--- src/rtl/keypad_pkg.sv ---
// keypad_pkg: key codes and controller state encoding shared by the keypad entry blocks
package keypad_pkg;

    localparam logic [3:0] KEY_ENTER = 4'd10;
    localparam logic [3:0] KEY_CLEAR = 4'd11;
    localparam logic [3:0] KEY_BKSP  = 4'd12;

    typedef enum logic [1:0] {
        ENTRY   = 2'd0,
        CONVERT = 2'd1,
        HOLD    = 2'd2
    } state_e;

endpackage

--- src/rtl/keypad_entry_ctrl_bcd2bin_seq.sv ---
// bcd2bin_seq: iterative BCD-to-binary converter, one digit per cycle, most significant digit first
module bcd2bin_seq
    import keypad_pkg::*;
#(
    parameter  int DIGITS = 4,
    localparam int BIN_W  = 4 * DIGITS,
    localparam int IW     = (DIGITS > 1) ? $clog2(DIGITS) : 1
) (
    input  logic             clk,
    input  logic             rst_n,
    input  logic             start,
    input  logic [BIN_W-1:0] bcd,
    output logic [BIN_W-1:0] value,
    output logic             done
);

    logic [BIN_W-1:0] acc_q, acc_d;
    logic [IW-1:0]    idx_q, idx_d;
    logic             run_q, run_d;
    logic [3:0]       digit;

    assign digit = bcd[{idx_q, 2'b00} +: 4];
    assign value = acc_q;
    // done marks the cycle whose edge applies the final (least significant) digit
    assign done  = run_q && (idx_q == '0);

    // next-state: load on start, then multiply-accumulate until the last digit slot
    always_comb begin
        acc_d = acc_q;
        idx_d = idx_q;
        run_d = run_q;
        if (start) begin
            acc_d = '0;
            idx_d = IW'(DIGITS - 1);
            run_d = 1'b1;
        end else if (run_q) begin
            acc_d = (acc_q << 3) + (acc_q << 1) + BIN_W'(digit);
            idx_d = idx_q - 1'b1;
            run_d = (idx_q != '0);
        end
    end

    // converter state registers
    always_ff @(posedge clk or negedge rst_n) begin
        if (!rst_n) begin
            acc_q <= '0;
            idx_q <= '0;
            run_q <= 1'b0;
        end else begin
            acc_q <= acc_d;
            idx_q <= idx_d;
            run_q <= run_d;
        end
    end

endmodule

--- src/rtl/keypad_entry_ctrl.sv ---
// keypad_entry_ctrl: keypad digit entry with editing, timeout, BCD-to-binary conversion and valid/ready output
module keypad_entry_ctrl
    import keypad_pkg::*;
#(
    parameter  int DIGITS         = 4,
    parameter  int TIMEOUT_CYCLES = 50_000_000,
    localparam int BIN_W          = 4 * DIGITS,
    localparam int CW             = $clog2(DIGITS + 1)
) (
    input  logic             clk,
    input  logic             rst_n,
    input  logic [3:0]       key_code,
    input  logic             key_valid,
    output logic [BIN_W-1:0] entry_bcd,
    output logic [CW-1:0]    digit_count,
    output logic [BIN_W-1:0] value_bin,
    output logic             value_valid,
    input  logic             value_ready,
    output logic             busy,
    output logic             err,
    output logic             timeout
);

    localparam int TW = (TIMEOUT_CYCLES > 1) ? $clog2(TIMEOUT_CYCLES) : 1;

    state_e           state_q, state_d;
    logic [BIN_W-1:0] entry_q, entry_d;
    logic [CW-1:0]    cnt_q, cnt_d;
    logic [TW-1:0]    tcnt_q, tcnt_d;
    logic             valid_q, valid_d;
    logic             busy_q, busy_d;
    logic             err_q, err_d;
    logic             tmo_q, tmo_d;
    logic             conv_start, conv_done;

    bcd2bin_seq #(.DIGITS(DIGITS)) u_conv (
        .clk   (clk),
        .rst_n (rst_n),
        .start (conv_start),
        .bcd   (entry_q),
        .value (value_bin),
        .done  (conv_done)
    );

    assign entry_bcd   = entry_q;
    assign digit_count = cnt_q;
    assign value_valid = valid_q;
    assign busy        = busy_q;
    assign err         = err_q;
    assign timeout     = tmo_q;

    // next-state: key editing and inactivity timeout in ENTRY, key rejection while busy, handshake in HOLD
    always_comb begin
        state_d    = state_q;
        entry_d    = entry_q;
        cnt_d      = cnt_q;
        tcnt_d     = tcnt_q;
        valid_d    = valid_q;
        err_d      = 1'b0;
        tmo_d      = 1'b0;
        conv_start = 1'b0;
        case (state_q)
            ENTRY: begin
                if (key_valid) begin
                    tcnt_d = '0;
                    if (key_code < KEY_ENTER) begin
                        if (cnt_q < CW'(DIGITS)) begin
                            entry_d = {entry_q[BIN_W-5:0], key_code};
                            cnt_d   = cnt_q + 1'b1;
                        end else begin
                            err_d = 1'b1;
                        end
                    end else if (key_code == KEY_ENTER) begin
                        if (cnt_q == '0) begin
                            err_d = 1'b1;
                        end else begin
                            conv_start = 1'b1;
                            state_d    = CONVERT;
                        end
                    end else if (key_code == KEY_CLEAR) begin
                        entry_d = '0;
                        cnt_d   = '0;
                    end else if (key_code == KEY_BKSP && cnt_q != '0) begin
                        entry_d = entry_q >> 4;
                        cnt_d   = cnt_q - 1'b1;
                    end
                end else if (TIMEOUT_CYCLES != 0 && cnt_q != '0) begin
                    if (tcnt_q == TW'(TIMEOUT_CYCLES - 1)) begin
                        entry_d = '0;
                        cnt_d   = '0;
                        tcnt_d  = '0;
                        tmo_d   = 1'b1;
                    end else begin
                        tcnt_d = tcnt_q + 1'b1;
                    end
                end
            end
            CONVERT: begin
                err_d = key_valid;
                if (conv_done) begin
                    state_d = HOLD;
                    valid_d = 1'b1;
                end
            end
            HOLD: begin
                err_d = key_valid;
                if (value_ready) begin
                    state_d = ENTRY;
                    valid_d = 1'b0;
                    entry_d = '0;
                    cnt_d   = '0;
                    tcnt_d  = '0;
                end
            end
            default: state_d = ENTRY;
        endcase
        busy_d = (state_d != ENTRY);
    end

    // controller state and registered outputs
    always_ff @(posedge clk or negedge rst_n) begin
        if (!rst_n) begin
            state_q <= ENTRY;
            entry_q <= '0;
            cnt_q   <= '0;
            tcnt_q  <= '0;
            valid_q <= 1'b0;
            busy_q  <= 1'b0;
            err_q   <= 1'b0;
            tmo_q   <= 1'b0;
        end else begin
            state_q <= state_d;
            entry_q <= entry_d;
            cnt_q   <= cnt_d;
            tcnt_q  <= tcnt_d;
            valid_q <= valid_d;
            busy_q  <= busy_d;
            err_q   <= err_d;
            tmo_q   <= tmo_d;
        end
    end

endmodule

--- config.mk ---
export PLATFORM = sky130hd
export DESIGN_NAME = keypad_entry_ctrl
export DESIGN_NICKNAME = d
export VERILOG_FILES = /design/src/rtl/keypad_pkg.sv /design/src/rtl/keypad_entry_ctrl_bcd2bin_seq.sv /design/src/rtl/keypad_entry_ctrl.sv
export SDC_FILE = /design/constraint.sdc
export NUM_CORES = 1
export LEC_CHECK = 0
export BUFFER_PORTS_ARGS = -buffer_cell sky130_fd_sc_hd__buf_2
export CORE_MARGIN = 2
export CORE_UTILIZATION = 45
export DETAILED_ROUTE_END_ITERATION = 6
export SYNTH_ARGS = -nofsm -noshare
export SYNTH_HDL_FRONTEND = slang
export SYNTH_SLANG_ARGS = --single-unit
--- constraint.sdc ---
create_clock -name clk -period 4.4 [get_ports clk]
set_input_delay 0.44 -clock clk [delete_from_list [all_inputs] [get_ports clk]]
set_output_delay 0.44 -clock clk [all_outputs]
set_load 0.1 [all_outputs]
==> impl_metrics.ini, run 1 <==
[run_status]
status = finished clean

[cells_and_area]
stdcell_count = 653
postLayoutCellArea_mm2 = 0.00500
drive_above_1_share = 0.165
area_growth_pct = 11.8
final_nets = 560
diodes = 0

[drt]
drcViolationCount = 0
avgRoutedWirePerCell_um = 15.9
first_pass_iters = 5
drtIter0Drc = 181
ant_nets = 0
finalWirelength_um = 10400
viasPerCell = 5.65
vias = 3690

[critical_path]
max_stage_delay_ns = 0.56
worstPathArrival_ns = 3.88
r2r_setup_slack_ns = 0.75
crit_fanout = 6
cp.required_ns = 4.64
cp_cell_sequence = mux4_2 > ha_1 > ha_1 > fa_1 > a21o_1 > a221oi_1 > o21ai_0 > a211oi_1 > mux2i_1 > nand2_1
crit_path_frequent_cell = ha_1
path_class = reg2reg
cp-start-kind = flip-flop
cp_slowest_cell = dfrtp_1
worstSetupEndpointType = flip-flop

[clock_tree]
cts.path.max_buffers = 2
htreeDepth = 3
cts_tree = built
clk_latency_ns = 0.35
clk_pin_slew_ns = 0.07
cts_resized = 0
ctsHoldBuffers = 0
cts_buffers = 9
postCtsSetupRepairBufs = 0
cts-root-buf = clkbuf_8
cts.sinks = 70

[global_routing]
grt_max_degree = 37
grt-busiest-layer = met2
grt_first_pass_wirelength_um = 17700
grt_pass1_vias = 3484
grt_overflow = 0
grt_util_met2 = 0.305
use_met3 = 0.0428
met1_usage = 0.293
antenna_found_initial = 0
grtUsageTotal = 0.203

[timing]
slew_viol_final = 0
finalCriticalPeriod_ns = 3.65
whs_ns = 0.176
tightestPinTransition_ns = 1.03
slew_headroom = 0.313
rsz0062_at_grt = false
setup_viol = 0
fin_crit_sh = 0.829
hold_violations = 0
fmax_mhz = 274
fin_setup_tns_ns = 0
worst_clock_skew_ns = 0.00790

[synth]
synth-edff-count = 0
synth_top_flop_cell = dfrtp_1
syn-num-nets = 523
ys_seq_elements = 70
synth_area_per_cell_um2 = 9.35
synth_cell_types = 57
ys_top_cells_by_count = 70 x dfrtp_1, 58 x nor2_1, 40 x nand2_1
async_flop_share = 1.00
synth_area_mm2 = 0.00447
ys_seq_area_frac = 0.392
yosysTopAreaCellShare = 0.392
synth.most_common_cell = dfrtp_1
netlist_top_cells_area = dfrtp_1 39%, ha_1 9.8%, nor2_1 4.9%, nand2_1 3.4%, xor2_1 3.3%
netlist_instances = 478
synth_warnings = 0
synth_top_area_cell = dfrtp_1

[run]
maxCapViolCount = 0

[floorplan]
rows = 36
design.die.area_mm2 = 0.0107
io_pins = 47
initial_core_util = 0.459
die_w_um = 104
core_mm2 = 0.00973
fp.dieH_um = 104

[place]
place_inst = 637
portBuffers = 46
gp_routability_congestion = 0.816
postPlaceCellArea_mm2 = 0.00478
dp_hpwl_um = 7330

[min_path]
holdCritPathClass = in2async
[worst max-delay path, delay by kind of cell (launching register included)]
family | cells | cell delay (ns)
fa+ha+maj | 3 | 0.94
flops | 1 | 0.56
mux | 2 | 0.76
simple gates | 1 | 0.06
compound gates | 4 | 1.22
[area by class of cell]
type                    count  area [µm²]
fillers                   940        4730
multi-input cells         371        2560
flip-flops and latches     70        1750
repair buffers             48         245
clock buffers              13         179
well taps                 133         166
inverters                  15        56.3
clock inverters             3        40.0
[worst paths after layout]
kind,from,end,depth (start not counted)
hold reg to reg,u_conv.value[15],u_conv.value[15],2
hold / removal,rst_n,tcnt_q[6],1
max in group asynchronous,rst_n,state_q[0],2
min in group clk,value_ready,value_valid,3
setup reg to reg,u_conv.idx_q[0],u_conv.value[14],10
setup / recovery,u_conv.idx_q[0],u_conv.value[14],10
[metrics by stage]
step	util	worst slack, ns
2_1_floorplan	-	0.615
3_5_place_dp	0.491	0.787
3_3_place_gp	0.491	0.841
5_1_grt	0.514	0.529
6_report	0.514	0.754
4_1_cts	0.514	0.761
[cell usage in the layout, fill, tap and decap left out, types with 3 or more instances in the layout]
| cell | count |
|---|---|
| nor3_1 | 14 |
| xor2_1 | 17 |
| o31ai_1 | 4 |
| a22oi_1 | 13 |
| ha_1 | 35 |
| buf_2 | 46 |
| xnor2_1 | 9 |
| inv_1 | 15 |
| and3_1 | 9 |
| a211oi_1 | 4 |
| a31oi_1 | 7 |
| nor2b_1 | 3 |
| nand3b_1 | 3 |
| clkbuf_8 | 13 |
| nand3_1 | 19 |
| dfrtp_1 | 70 |
| a21oi_1 | 19 |
| nor2_1 | 58 |
| or2_2 | 3 |
| a21o_1 | 5 |
| nand2_1 | 40 |
| a31o_2 | 3 |
| mux4_2 | 4 |
| nand4_1 | 13 |
| and2_1 | 3 |
| a21oi_2 | 8 |
| o21ai_0 | 25 |
| nor4b_1 | 5 |
| mux2i_1 | 12 |
[logic make-up after synthesis]
kind of cell             count (synthesis)  synth area share
AND/OR/NAND/NOR                        187             0.207
AO/OA/AOI/OAI                          103             0.156
flip-flops                              70             0.392
buffers and inverters                   37            0.0355
adder cells (fa/ha/maj)                 37             0.107
XOR/XNOR                                26            0.0509
multiplexers                            18            0.0521
[per-layer routing]
metal  routed length (µm)  share of wire  vias up
met5                    0              0        -
met2                 4700           0.45       67
met1                 5230           0.50     1806
met4                  114          0.011        0
li1                     -              -     1805
met3                  362          0.035       12
[flip-flops by register name (all words and copies together), names as in the netlist]
| register | cells |
|---|---|
| tcnt_q | 26 |
| entry_bcd | 16 |
| u_conv.value | 16 |
| digit_count | 3 |
| state_q | 2 |
| u_conv.idx_q | 2 |
| busy | 1 |
| err | 1 |
| timeout | 1 |
| u_conv.run_q | 1 |
| value_valid | 1 |
Power of run 1 is left out: the tool's default activity adds up to more than one toggle a clock period on the data nets, which glitch-free logic cannot reach.
==> run 2: changes to the inputs <==
--- a/config.mk
+++ b/config.mk
@@ -5,6 +5,7 @@
 export SDC_FILE = /design/constraint.sdc
 export NUM_CORES = 1
 export LEC_CHECK = 0
+export ABC_AREA = 1
 export BUFFER_PORTS_ARGS = -buffer_cell sky130_fd_sc_hd__buf_2
 export CORE_MARGIN = 2
 export CORE_UTILIZATION = 45
==> constraint.sdc (replaced) <==
create_clock -name clk -period 3.42 [get_ports clk]
set_input_delay 0.342 -clock clk [delete_from_list [all_inputs] [get_ports clk]]
set_output_delay 0.342 -clock clk [all_outputs]
set_load 0.1 [all_outputs]
==> run 2 against run 1 <==
Global-route usage increased by 2.1 points. Synthesized cell count is 42% higher. Flip-flop and latch count is the same. First-iteration DRC count is 21% higher. Via count is 24% higher. Sequential share of layout area fell by 3.1 points. Utilization decreased by 0.54 points. Largest cell class unchanged.
==> impl_metrics.ini, run 2 <==
[critical_path]
crit_end = u_conv.value[12]
worstSetupEndpointType = flip-flop
crit_path_frequent_cell = nand2_1
path_depth = 14
crit_start = u_conv.idx_q[0]
path_class = reg2reg
crit_fanout = 12
cp_cell_sequence = inv_1 > o21ai_0 > o21ai_0 > ha_1 > ha_1 > fa_1 > nand3_1 > nand2_1 > nand2_1 > nand2_1 > nand2_1 > nand3b_1 > nand3_1 > nand2_1
worstPathArrival_ns = 3.03
r2r_setup_slack_ns = 0.66
cp.required_ns = 3.69
cp_slowest_cell = dfrtp_1
cp-start-kind = flip-flop
reg2reg_from = u_conv.idx_q[0]
ff2ff_path_depth = 14
cpLargestDelayFamily = adder cells
r2r-end = u_conv.value[12]
crit_buf_inv = 1
max_stage_delay_ns = 0.53

[floorplan]
initial_core_util = 0.458
core_mm2 = 0.0108
io_pins = 47
fp.dieH_um = 109
design.die.area_mm2 = 0.0118
die_w_um = 109
rows = 38

[global_routing]
grt_pass1_vias = 4311
antenna_found_initial = 0
grt_max_degree = 30
grt_first_pass_wirelength_um = 20700
grtUsageTotal = 0.223
grt_overflow = 0

[synth]
syn-num-nets = 724
synthXorXnorAreaFrac = 0.0336
synth_top_flop_cell = dfrtp_1
ys_seq_elements = 70
synth-compound-area-share = 0.0906
async_flop_share = 1.00
synth_top_family_by_area = simple AND/OR/NAND/NOR gates
synth_top_area_cell = dfrtp_1
synth_area_mm2 = 0.00495
ys_seq_area_frac = 0.354
netlist_instances = 679
synthAdderAreaFrac = 0.0966
synth-edff-count = 0
synth_cell_types = 39
synth_warnings = 0
synth_mux_area_frac = 0
yosysTopAreaCellShare = 0.354
synth.most_common_cell = nand2_1
netlist_top_cells_area = dfrtp_1 35%, nand2_1 14%, ha_1 8.9%, nand3_1 6.8%, nor2_1 5.7%
synthSimpleGateAreaFrac = 0.348
synth_area_per_cell_um2 = 7.28
ys_top_cells_by_count = 191 x nand2_1, 75 x nor2_1, 70 x dfrtp_1

[run]
maxCapViolCount = 0

[timing]
tightestPinTransition_ns = 0.526
setup_viol = 0
worst_slack_ns = 0.656
worst_clock_skew_ns = 0.0101
finalCriticalPeriod_ns = 2.76
hold_violations = 0
slew_headroom = 0.650
fin_crit_sh = 0.808
slew_viol_final = 0
whs_ns = 0.333
rsz0062_at_grt = false
fin_setup_tns_ns = 0
fmax_mhz = 362

[cells_and_area]
stdcell_count = 869
fill_cells = 1075
top_register = tcnt_q
final_common_cell = nand2_1
multiInputGateArea_mm2 = 0.00282
most-common-layout-cells = 191 x nand2_1, 75 x nor2_1, 70 x dfrtp_1
largest_reg_flops = 26
final_nets = 769
area_growth_pct = 10.9
diodes = 0
drive_above_1_share = 0.140
postLayoutCellArea_mm2 = 0.00549
regArea_mm2 = 0.00175
final_util = 0.508

[clock_tree]
clk_pin_slew_ns = 0.08
cts.path.max_buffers = 2
clk_latency_ns = 0.37
cts.sinks = 70
cts_buffers = 9
cts-root-buf = clkbuf_8
cts_tree = built
htreeDepth = 3
postCtsSetupRepairBufs = 0

[place]
place_inst = 852
postPlaceCellArea_mm2 = 0.00525
dp_slack_ns = 0.715
portBuffers = 46
gp_routability_congestion = 0.910
dp_hpwl_um = 9310

[power_and_ir_drop]
powerDensity_mw_per_mm2 = 949
irDropWorstVdd_uv = 521
finalPower_mw = 5.21
p_leak_nw = 2.78

[drt]
ant_nets = 0
drcViolationCount = 0
finalWirelength_um = 12400
avgRoutedWirePerCell_um = 14.2
first_pass_iters = 5
vias = 4587
drtIter0Drc = 219
viasPerCell = 5.28

[run_status]
status = finished clean

[min_path]
holdCritPathClass = in2reg
-- run 2: cell count changes after synthesis, moves of 10 or more --
| cell | delta |
|---|---|
| nand2_1 | +151 |
| clkbuf_1 | -10 |
| inv_2 | +10 |
| a22oi_1 | -12 |
| nor2_1 | +17 |
| inv_1 | +38 |
| mux2i_1 | -12 |
| nand3_1 | +48 |
| a21oi_1 | +11 |
| nand3_2 | +11 |
-- run 2: logic make-up (layout without fill, tap and decap cells) --
group	count (synthesis)	count (layout)
and+or+nand+nor	388	388
xor gates and xnor gates	19	19
buffers and inverters	83	133
AOI/OAI and AO/OA	82	82
DFF	70	70
adders and majority gates	37	37
-- run 2: area by class of cell --
class                   count  area share
clock buffers               9      0.0226
well taps                 140      0.0319
flip-flops and latches     70       0.319
clock inverters             7      0.0180
inverters                  65      0.0445
repair buffers             52      0.0506
multi-input cells         526       0.513
-- run 2: where the power goes --
part           internal (mW)  switching, mW  total (mW)
Clock                  0.413          0.356       0.769
Combinational          0.759           2.44        3.20
Sequential              1.02          0.219        1.24
Total                   2.19           3.01        5.21
-- run 2: worst min-delay path, stage by stage --
cell	delay (ns)
buf_2	0.12
nor3_1	0.06
nand3_1	0.05
a21oi_1	0.07
-- run 2: layer usage --
| metal | part of all wire | global-route usage |
|---|---|---|
| met4 | 0.022 | 0.103 |
| met1 | 0.46 | 0.295 |
| met2 | 0.47 | 0.359 |
| met3 | 0.042 | 0.0365 |
| met5 | 0 | 0 |
-- run 2: how the worst min path moves through the flow --
stage / depth (start not counted) / slack (ns) / end / start
CTS: 4 / 0.32 / err / key_code[0]
floorplan: 0 / 0.05 / busy / rst_n
global route: 4 / 0.36 / err / key_code[0]
finish: 4 / 0.33 / err / key_code[0]
global placement: 1 / 0.32 / u_conv.value[11] / rst_n
detailed placement: 1 / 0.32 / u_conv.value[11] / rst_n
-- run 2: what timing repair did --
| action | CTS | global route |
|---|---|---|
| resized for setup | 0 | 0 |
| hold buffers | 1 | 0 |
| endpoints found under the hold margin | 18 | 0 |
(Power assumes the default switching activity.)
==> run 3: changes to the inputs <==
--- a/config.mk
+++ b/config.mk
@@ -5,11 +5,12 @@
 export SDC_FILE = /design/constraint.sdc
 export NUM_CORES = 1
 export LEC_CHECK = 0
-export ABC_AREA = 1
+export ABC_AREA = 0
 export BUFFER_PORTS_ARGS = -buffer_cell sky130_fd_sc_hd__buf_2
 export CORE_MARGIN = 2
 export CORE_UTILIZATION = 45
 export DETAILED_ROUTE_END_ITERATION = 6
+export PLACE_DENSITY = 0.66
 export SYNTH_ARGS = -nofsm -noshare
 export SYNTH_HDL_FRONTEND = slang
 export SYNTH_SLANG_ARGS = --single-unit
==> constraint.sdc (replaced) <==
create_clock -name clk -period 2.22 [get_ports clk]
set_input_delay 0.222 -clock clk [delete_from_list [all_inputs] [get_ports clk]]
set_output_delay 0.222 -clock clk [all_outputs]
set_load 0.1 [all_outputs]
==> run 3 against run 2 <==
The run now ends with setup timing left. Largest cell class unchanged. Fmax is 11% lower. Via count fell by 9.5%. First-iteration DRC count increased by 15%. Utilization is 14 points higher. Hold slack got worse by 0.087 ns. Die area shrank 9.3%. Setup slack got worse by 1.5 ns. Critical endpoint is now u_conv.value[10]. Flip-flop and latch count stayed put. Clock-buffer cell count is 7 higher. Global-route usage grew 0.77 points. Non-clock buffer count increased by 91.
==> impl_metrics.ini, run 3 (synthesis results as in run 1) <==
[run_status]
status = finished, violations left
violations = setup timing

[critical_path]
reg2reg_from = u_conv.idx_q[0]
cp_slowest_cell = mux4_2
ff2ff_path_depth = 11
crit_fanout = 5
worstSetupEndpointType = flip-flop
max_stage_delay_ns = 0.55
cp_cell_sequence = mux4_2 > ha_4 > ha_4 > fa_2 > a21o_1 > a221oi_2 > o21ai_1 > buf_4 > xor2_1 > mux2i_1 > nor2_1
path_class = reg2reg
crit_path_frequent_cell = ha_4
cp.required_ns = 2.46
r2r_setup_slack_ns = -0.87
worstPathArrival_ns = 3.33
cp-start-kind = flip-flop
r2r-end = u_conv.value[10]

[run]
maxCapViolCount = 0

[min_path]
holdCritPathClass = in2reg
min_from = value_ready
min_to = value_valid
whs_path_depth = 3

[clock_tree]
cts_tree = built
htreeDepth = 3
cts_buffers = 9
cts.sinks = 70
clk_pin_slew_ns = 0.08
cts.path.max_buffers = 2
clk_latency_ns = 0.36
cts-root-buf = clkbuf_8

[floorplan]
die_w_um = 104
fp.dieH_um = 104
design.die.area_mm2 = 0.0107
io_pins = 47
rows = 36
core_mm2 = 0.00973
initial_core_util = 0.459

[place]
dp_slack_ns = -0.899
dp_hpwl_um = 8350
portBuffers = 46
gp_routability_congestion = 0.876

[global_routing]
grtUsageTotal = 0.231
grt_overflow = 0
grt_pass1_vias = 4214
grt_max_degree = 71
grt_first_pass_wirelength_um = 20400
antenna_found_initial = 0

[timing]
hold_violations = 0
rsz0062_at_grt = true
slew_viol_final = 0
finalCriticalPeriod_ns = 3.09
worst_clock_skew_ns = 0.00665
tightestPinTransition_ns = 0.514
fmax_mhz = 324
fin_crit_sh = 1.39
worst_slack_ns = -0.870
slew_headroom = 0.656
setup_viol = 58

[drt]
drtIter0Drc = 252
ant_nets = 0
viasPerCell = 5.55
vias = 4153
avgRoutedWirePerCell_um = 16.4
first_pass_iters = 4
finalWirelength_um = 12300
drcViolationCount = 0

[cells_and_area]
most-common-layout-cells = 73 x buf_4, 52 x dfrtp_1, 46 x buf_2
top_register = tcnt_q
diodes = 0
area_growth_pct = 42.0
fill_cells = 791
final_common_cell = buf_4
multiInputGateArea_mm2 = 0.00301
final_nets = 655
drive_above_1_share = 0.424
regArea_mm2 = 0.00179
largest_reg_flops = 26
-- run 3: cell type report --
cell class                 count  share of cell area
multi-input combinational    371               0.474
sequential                    70               0.283
tap                          133              0.0262
timing repair buffer         143               0.179
inverter                      15             0.00926
clock buffer                  16              0.0284
-- run 3: repair_timing --
item / in CTS / in global routing
setup buffers: 10 / 8
setup endpoints to repair: 57 / 57
pin swaps: 12 / 27
hold buffers: 1 / 0
gates resized for setup: 43 / 43
hold endpoints to repair: 70 / 0
gates cloned: 2 / 1
-- run 3: stage by stage --
| stage | area (µm²) | hold WS, ns | util | setup TNS [ns] | cells |
|---|---|---|---|---|---|
| floorplan | 4700 | -0.0736 | - | -12.80 | 478 |
| global route | 6350 | 0.268 | 0.653 | -24.37 | 748 |
| detailed placement | 5610 | 0.283 | 0.577 | -16.25 | 712 |
| CTS | 6080 | 0.238 | 0.625 | -15.18 | 741 |
| finish | 6350 | 0.246 | 0.653 | -19.84 | 748 |
| global placement | 5610 | 0.282 | 0.577 | -15.55 | 712 |
-- run 3: layer usage --
| metal | global-route usage | up-vias | routed length, µm |
|---|---|---|---|
| met5 | 0 | - | 0 |
| met4 | 0.0753 | 0 | 204 |
| met3 | 0.0346 | 15 | 344 |
| met2 | 0.385 | 72 | 6080 |
| met1 | 0.311 | 2063 | 5640 |
| li1 | - | 2003 | - |
-- run 3: worst max path at each step --
stage | endpoint | slack [ns] | cells past startpoint | start
after detailed placement | u_conv.value[14] | -0.90 | 10 | u_conv.idx_q[0]
final | u_conv.value[10] | -0.87 | 11 | u_conv.idx_q[0]
after floorplan | u_conv.value[14] | -0.88 | 10 | entry_bcd[14]
after global routing | u_conv.value[10] | -0.97 | 11 | u_conv.idx_q[0]
after global placement | u_conv.value[14] | -0.80 | 10 | u_conv.idx_q[0]
after CTS | u_conv.value[14] | -0.79 | 10 | u_conv.idx_q[0]
-- run 3: critical path: cells and delay by family, from the launching register on --
kind                     cells  cell delay (ns)
adder cells (fa/ha/maj)      3             0.80
AND/OR/NAND/NOR              1             0.07
multiplexers                 2             0.73
AO/OA/AOI/OAI                3             0.64
flip-flops                   1             0.44
buffers and inverters        1             0.15
XOR/XNOR                     1             0.14
Power of run 3 is left out for the same reason.
